--- config.mk ---
export PLATFORM = sky130hd
export DESIGN_NAME = instr_cache_responder
export DESIGN_NICKNAME = d
export VERILOG_FILES = /design/src/rtl/instr_cache_responder.sv
export SDC_FILE = /design/constraint.sdc
export NUM_CORES = 1
export LEC_CHECK = 0
export CORE_ASPECT_RATIO = 1.1
export CORE_MARGIN = 2
export CORE_UTILIZATION = 59
export DETAILED_ROUTE_END_ITERATION = 10
export GPL_TIMING_DRIVEN = 0
export HOLD_SLACK_MARGIN = 0.1
export PLACE_DENSITY = 0.86
export SKIP_CTS_REPAIR_TIMING = 1
export SLEW_MARGIN = 0
export SYNTH_ARGS = -nofsm -noshare
export SYNTH_HDL_FRONTEND = slang
export SYNTH_SLANG_ARGS = --single-unit
export TNS_END_PERCENT = 50
--- constraint.sdc ---
create_clock -name clk -period 14.2 [get_ports clk]
set_clock_uncertainty 0.15 [all_clocks]
set_input_delay 2.84 -clock clk [delete_from_list [all_inputs] [get_ports clk]]
set_output_delay 2.84 -clock clk [all_outputs]
set_load 0.01 [all_outputs]
--- src/rtl/instr_cache_responder.sv ---
// Read-only direct-mapped instruction cache. A word read hits in the same
// cycle, and a miss fills a whole 16-byte line from physical memory. Saturating
// hit/miss counters are kept for performance debug.
module instr_cache_responder #(
  parameter int S_INDEX   = 3,
  parameter int CNT_WIDTH = 16
) (
  input  logic                 clk,
  input  logic                 reset,
  input  logic                 mem_read,
  input  logic [15:0]          mem_address,
  output logic [15:0]          mem_rdata,
  output logic                 mem_resp,
  output logic                 pmem_read,
  output logic [15:0]          pmem_address,
  input  logic [127:0]         pmem_rdata,
  input  logic                 pmem_resp,
  output logic [CNT_WIDTH-1:0] hit_count,
  output logic [CNT_WIDTH-1:0] miss_count
);

  localparam int LINES = 1 << S_INDEX;
  localparam int TAG_W = 12 - S_INDEX;

  typedef enum logic {
    ST_IDLE = 1'b0,
    ST_FILL = 1'b1
  } state_t;

  state_t r_state;
  state_t w_state_nxt;

  logic [LINES-1:0]     r_valid;
  logic [TAG_W-1:0]     r_tag  [LINES];
  logic [127:0]         r_data [LINES];
  logic [11:0]          r_miss_line;
  logic [CNT_WIDTH-1:0] r_hit_count;
  logic [CNT_WIDTH-1:0] r_miss_count;

  logic [2:0]           w_offset;
  logic [S_INDEX-1:0]   w_index;
  logic [TAG_W-1:0]     w_tag;
  logic [S_INDEX-1:0]   w_fill_index;
  logic [TAG_W-1:0]     w_fill_tag;
  logic [127:0]         w_line;
  logic                 w_hit;
  logic                 w_hit_inc;
  logic                 w_miss_inc;
  logic                 w_fill_we;
  logic                 w_unused;

  // Increment that sticks at all-ones instead of wrapping.
  function automatic logic [CNT_WIDTH-1:0] sat_inc(input logic [CNT_WIDTH-1:0] v);
    if (v == {CNT_WIDTH{1'b1}}) begin
      return v;
    end else begin
      return v + {{(CNT_WIDTH-1){1'b0}}, 1'b1};
    end
  endfunction

  assign w_offset     = mem_address[3:1];
  assign w_index      = mem_address[3+S_INDEX:4];
  assign w_tag        = mem_address[15:4+S_INDEX];
  assign w_fill_index = r_miss_line[S_INDEX-1:0];
  assign w_fill_tag   = r_miss_line[11:S_INDEX];
  assign w_line       = r_data[w_index];
  assign w_hit        = r_valid[w_index] && (r_tag[w_index] == w_tag);
  // Byte-select bit of the fetch address has no meaning for word reads.
  assign w_unused     = mem_address[0];

  assign hit_count    = r_hit_count;
  assign miss_count   = r_miss_count;

  // Next-state and response decode; hits answer combinationally from IDLE.
  always_comb begin
    w_state_nxt  = r_state;
    mem_resp     = 1'b0;
    mem_rdata    = 16'h0000;
    pmem_read    = 1'b0;
    pmem_address = 16'h0000;
    w_hit_inc    = 1'b0;
    w_miss_inc   = 1'b0;
    w_fill_we    = 1'b0;
    case (r_state)
      ST_IDLE: begin
        if (mem_read && w_hit) begin
          mem_resp  = 1'b1;
          mem_rdata = w_line[{w_offset, 4'b0000} +: 16];
          w_hit_inc = 1'b1;
        end else if (mem_read) begin
          w_miss_inc  = 1'b1;
          w_state_nxt = ST_FILL;
        end else begin
          w_state_nxt = ST_IDLE;
        end
      end
      ST_FILL: begin
        pmem_read    = 1'b1;
        pmem_address = {r_miss_line, 4'b0000};
        if (pmem_resp) begin
          w_fill_we   = 1'b1;
          w_state_nxt = ST_IDLE;
        end else begin
          w_state_nxt = ST_FILL;
        end
      end
      default: begin
        w_state_nxt = ST_IDLE;
      end
    endcase
  end

  // State register, miss-line latch and saturating counters.
  always_ff @(posedge clk) begin
    if (reset) begin
      r_state      <= ST_IDLE;
      r_miss_line  <= 12'h000;
      r_hit_count  <= {CNT_WIDTH{1'b0}};
      r_miss_count <= {CNT_WIDTH{1'b0}};
    end else begin
      r_state <= w_state_nxt;
      if (w_miss_inc) begin
        r_miss_line  <= mem_address[15:4];
        r_miss_count <= sat_inc(r_miss_count);
      end
      if (w_hit_inc) begin
        r_hit_count <= sat_inc(r_hit_count);
      end
    end
  end

  // Valid bits are the only line state that needs clearing on reset.
  always_ff @(posedge clk) begin
    if (reset) begin
      r_valid <= {LINES{1'b0}};
    end else if (w_fill_we) begin
      r_valid[w_fill_index] <= 1'b1;
    end
  end

  // Tag and data arrays: written only when a fill completes.
  always_ff @(posedge clk) begin
    if (w_fill_we) begin
      r_tag[w_fill_index]  <= w_fill_tag;
      r_data[w_fill_index] <= pmem_rdata;
    end
  end

endmodule

---- After elaboration in Yosys (flattened, before gate mapping) ----
Memories as Yosys holds them, arrays and structs flattened.
Index checks and enable logic that the tools add are counted.
storage, ports and cells
  output and inout port bits .............. 66
  logic and storage cells ................. 44
  bits of input ports ..................... 148
  memory bits (writable) .................. 1,096
  register bits after elaboration ......... 53
  memories kept ........................... 2
cells by class
  mux-type cells .......................... 19
  add/subtract/negate cells ............... 2
  eq/ne operators ......................... 3
  reduce and logical (&&, ||, !) cells .... 5
  shift operators ......................... 1
  bitwise operators ....................... 4
  order comparisons ....................... 3
memory list
  name    words  width  rd ports  clocked after Yosys merged registers in  wr ports  line  text
  r_data  8      128    1         0                                        1         35    logic [127:0] r_data [LINES];
  r_tag   8      9      1         0                                        1         34    logic [TAG_W-1:0] r_tag [LINES];
operator list
  cell                   count
  $shiftx 128x8->16      1
  $mux 16                3
  $add 16x1->16 const B  2
  $eq 16x16->1 const B   2
  $mux 1                 13
  $eq 9x9->1             1
  $lt 3x4->1 const B     2
  $or 8x8->8             1
  $reduce_and 2->1       2
  $bmux 1 s3             1
  $demux 1 s3            1
  $ge 3x1->1 const B     1
  $logic_and 1x1->1      3
  $not 1->1              3
  $pmux 1 s2             1

---- Longest topological paths before layout ----
  depth in word-level cells ............... 7
  mapped depth ............................ 11
  gate-level depth less buffers ........... 7

---- Least setup slack after synthesis ----
No wires, ideal clock.
  path kind ............................... input-to-reg
  start point ............................. input port pmem_resp
  end point ............................... memory r_data[0][0], enable pin
  stages on the path ...................... 2
  arrival time ............................ 12.280 ns
  setup slack ............................. 0.966 ns
  path buffers ............................ 0
  cells stage by stage .................... nand3b_1 -> nor3_1
between the ends
  cells in the longest elaborated chain, start to end .. 4
ends and longest elaborated chain
  element                       line  text
  start: declaration            17    input logic pmem_resp,
  $mux 1                        100   if (pmem_resp) begin
  $mux 1                        84    case (r_state)
  $mux 1                        143   if (w_fill_we) begin
  $mux 1 (not written as such)  145   r_data[w_fill_index] <= pmem_rdata;
  end: declaration              35
No other way between the ends.

---- Worst setup path in the final report ----
  start point ............................. input port mem_address[4]
  end point ............................... output port mem_rdata[6]
between the ends
  cells in the longest elaborated chain, start to end .. 6
ends and longest elaborated chain
  element                                                line  text
  start: declaration                                     11    input logic [15:0] mem_address,
  branches (longest 4 deep; another with $mem_v2 8x128)  -
  $mux 16 (*)                                            86    if (mem_read && w_hit) begin
  $mux 16 (*)                                            84
  end: declaration                                       12    output logic [15:0] mem_rdata,
Mark *: on every way between the ends. The select of a mux whose other input is x is not followed.

==> run summary <==
status - finished, final reports clean
power share of the clock group - 41.3%
Setup WS pre-CTS - 3.75 ns
Worst EP required - 11.21 ns
effective utilization at floorplan - 59.5%
max frequency - 94.5 MHz
WL final - 127 mm
# nets final - 2454
largest net degree at the start of global routing - 26
fin. max-slew vios - 0
min-delay worst type - reg -> reg
sequential fraction of the synthesis area - 76.7%
Fin. Hold Viols - 0
Psw - 1530 µW
Die Span X - 265 µm
top post-synthesis cells by area - edfxtp_1 (74%), mux4_2 (18%), dfxtp_1 (2.4%)
Logic pwr share - 5.7%
initial antenna violation count - 30
syn_area_per_cell - 23.1 µm²
mapped cell area - 44300 µm²
Post-Synthesis Cells - 1916
Crit path top cell by count - mux4_2
Seq cells post-synth - 1149
Synth cell types - 42
CP max stage delay - 0.99 ns
CTS buffer count - 107
GPL Wtd Cong - 0.867
Final HPWL DP - 76.1 mm
DIE HEIGHT - 291 µm
Worst Path Max Fanout - 10
Worst Tran Pin Value - 1.45 ns
clock slew at reported path FFs - 0.06 ns
via count - 23897
number of global-route vias before repair - 24121
clk_lat worst skew - 0.68 ns
Setup CP Type - in -> out
layout cells sized above 1 - 26.9%
fin cells - 3379
placed insts - 3158
All-Layer GR Usage - 33.3%
Internal - 5550 µW
Pwr Density - 135 nW/µm²
Synth Warn # - 0
vias per cell - 7.07
Area Growth Syn to Fin - 18.1%
number of routed nets with antenna violations - 0
port bufs - 203
I/O Pins - 214
Critical Path AT - 7.59 ns
Max rail drop VDD - 0.0897 mV
core region area - 74500 µm²
Iteration-0 DRC Markers - 3786
post-route cell area - 52300 µm²
DR DRC count - 0
Final setup viols - 0
Pleak - 0.0164 µW
placed inst area - 48800 µm²
clk sinks - 1149
EDFF count, synth - 1096
Top FF cell, synth - edfxtp_1
Slew HR - 3.07%
total congestion overflow - 0
crit-path cells - buf_6 > buf_6 > clkbuf_1 > buf_1 > mux4_2 > mux4_2 > mux4_2 > and3_1 > clkdlybuf4s50_1
sequential power share - 53.0%
clock root buffer master - clkbuf_16
FP Rows - 105
Sw Share - 21.6%
count leader, synth - edfxtp_1
Bufs and invs on worst path - 5
WHS - 0.357 ns
Power, Total - 7080 µW
Commonest cells post-synth - edfxtp_1 (1096), mux4_2 (353), clkbuf_1 (54)
Async SR Flop Fraction - 0%
area share of the largest cell type after synthesis - 74.3%
WL per Instance - 37.5 µm
minimum clock period - 10.58 ns
CP top delay family - buffers and inverters
crit start category - input pin
Max Cap Violations - 0
H-tree Lvls - 3
CTS tree - yes
critical path capture point type - output pin
leading area contributor after synthesis - edfxtp_1
unrepaired setup endpoints after global routing - false
first-pass GRT wire length - 179 mm
CP max-delay cell - buf_1
fin worst setup slack - 3.62 ns
Tcrit/Tclk final - 74.5%
die area - 77300 µm²
drt pass-1 iters - 6
CTS max path bufs - 3
[state kept, by name, indices dropped and copies added, names as in the netlist]
signal / flops
r_tag: 72
miss_count: 16
r_data: 1024
r_valid: 8
hit_count: 16
r_miss_line: 12
r_state: 1
[path summary, 6_finish.rpt]
path              depth (start not counted)        endpoint           start  slack [ns]
setup / recovery                          9    mem_rdata[6]  mem_address[4]        3.62
hold / removal                            2      r_valid[6]      r_valid[6]        0.36
setup reg to reg                          9  r_miss_line[9]     r_tag[5][4]       10.70
hold reg to reg                           2      r_valid[6]      r_valid[6]        0.36
[through the flow]
| stage | utilization, % | TNS [ns] |
|---|---|---|
| 2_1_floorplan | - | 0 |
| 3_5_place_dp | 65.5 | 0 |
| 4_1_cts | 70.2 | 0 |
| 5_1_grt | 70.2 | 0 |
| 3_3_place_gp | 63.8 | -3922.74 |
| 6_report | 70.3 | 0 |
[power groups by stage]
stage / clock network, µW / logic, µW / registers [µW]
2_1_floorplan: 0 / 197 / 3830
3_3_place_gp: 0 / 356 / 3830
3_5_place_dp: 0 / 386 / 3820
4_1_cts: 2930 / 399 / 3750
5_1_grt: 3040 / 416 / 3750
6_report: 2930 / 405 / 3750
[worst min-delay path: stages (launching register included)]
cell	delay (ns)
dfxtp_1	0.32
nor2_1	0.10
nor2_1	0.05
[layout by cell type, fill, tap and decap left out, drive strengths merged, types with 26 or more instances in the layout]
master | Yosys | layout
a21oi | 27 | 27
buf | 56 | 129
clkbuf | 54 | 187
clkdlybuf4s50 | 0 | 203
clkinv | 0 | 45
dfxtp | 53 | 53
edfxtp | 1096 | 1096
mux4 | 353 | 353
nand3 | 26 | 26
nor2 | 42 | 42
[kinds of logic after synthesis]
family	synth area share (%)
other cells	0.00846
simple gates	2.45
compound gates	0.822
mux	18.7
fa+ha+maj	0.0565
buf+inv	1.17
flops	76.7
xor+xnor	0.158
[per-layer routing]
layer  global-route usage [%]  vias up  share of wire (%)
met5                        0        -              0.093
met3                     8.55      380                 12
met1                     42.2    12342                 33
met2                     53.8     2135                 50
li1                         -     9020                  -
met4                     17.2       20                5.5
[layout make-up]
class	instances	area [µm²]
flip-flops and latches	1149	34000
fillers	3936	22200
multi-input cells	656	9880
repair buffers	276	3180
clock buffers	133	2840
well taps	963	1200
clock inverters	68	693
plain buffers	110	502
diodes	20	50.0
inverters	4	15.0
Note: power is estimated with default switching activity, not from simulation.
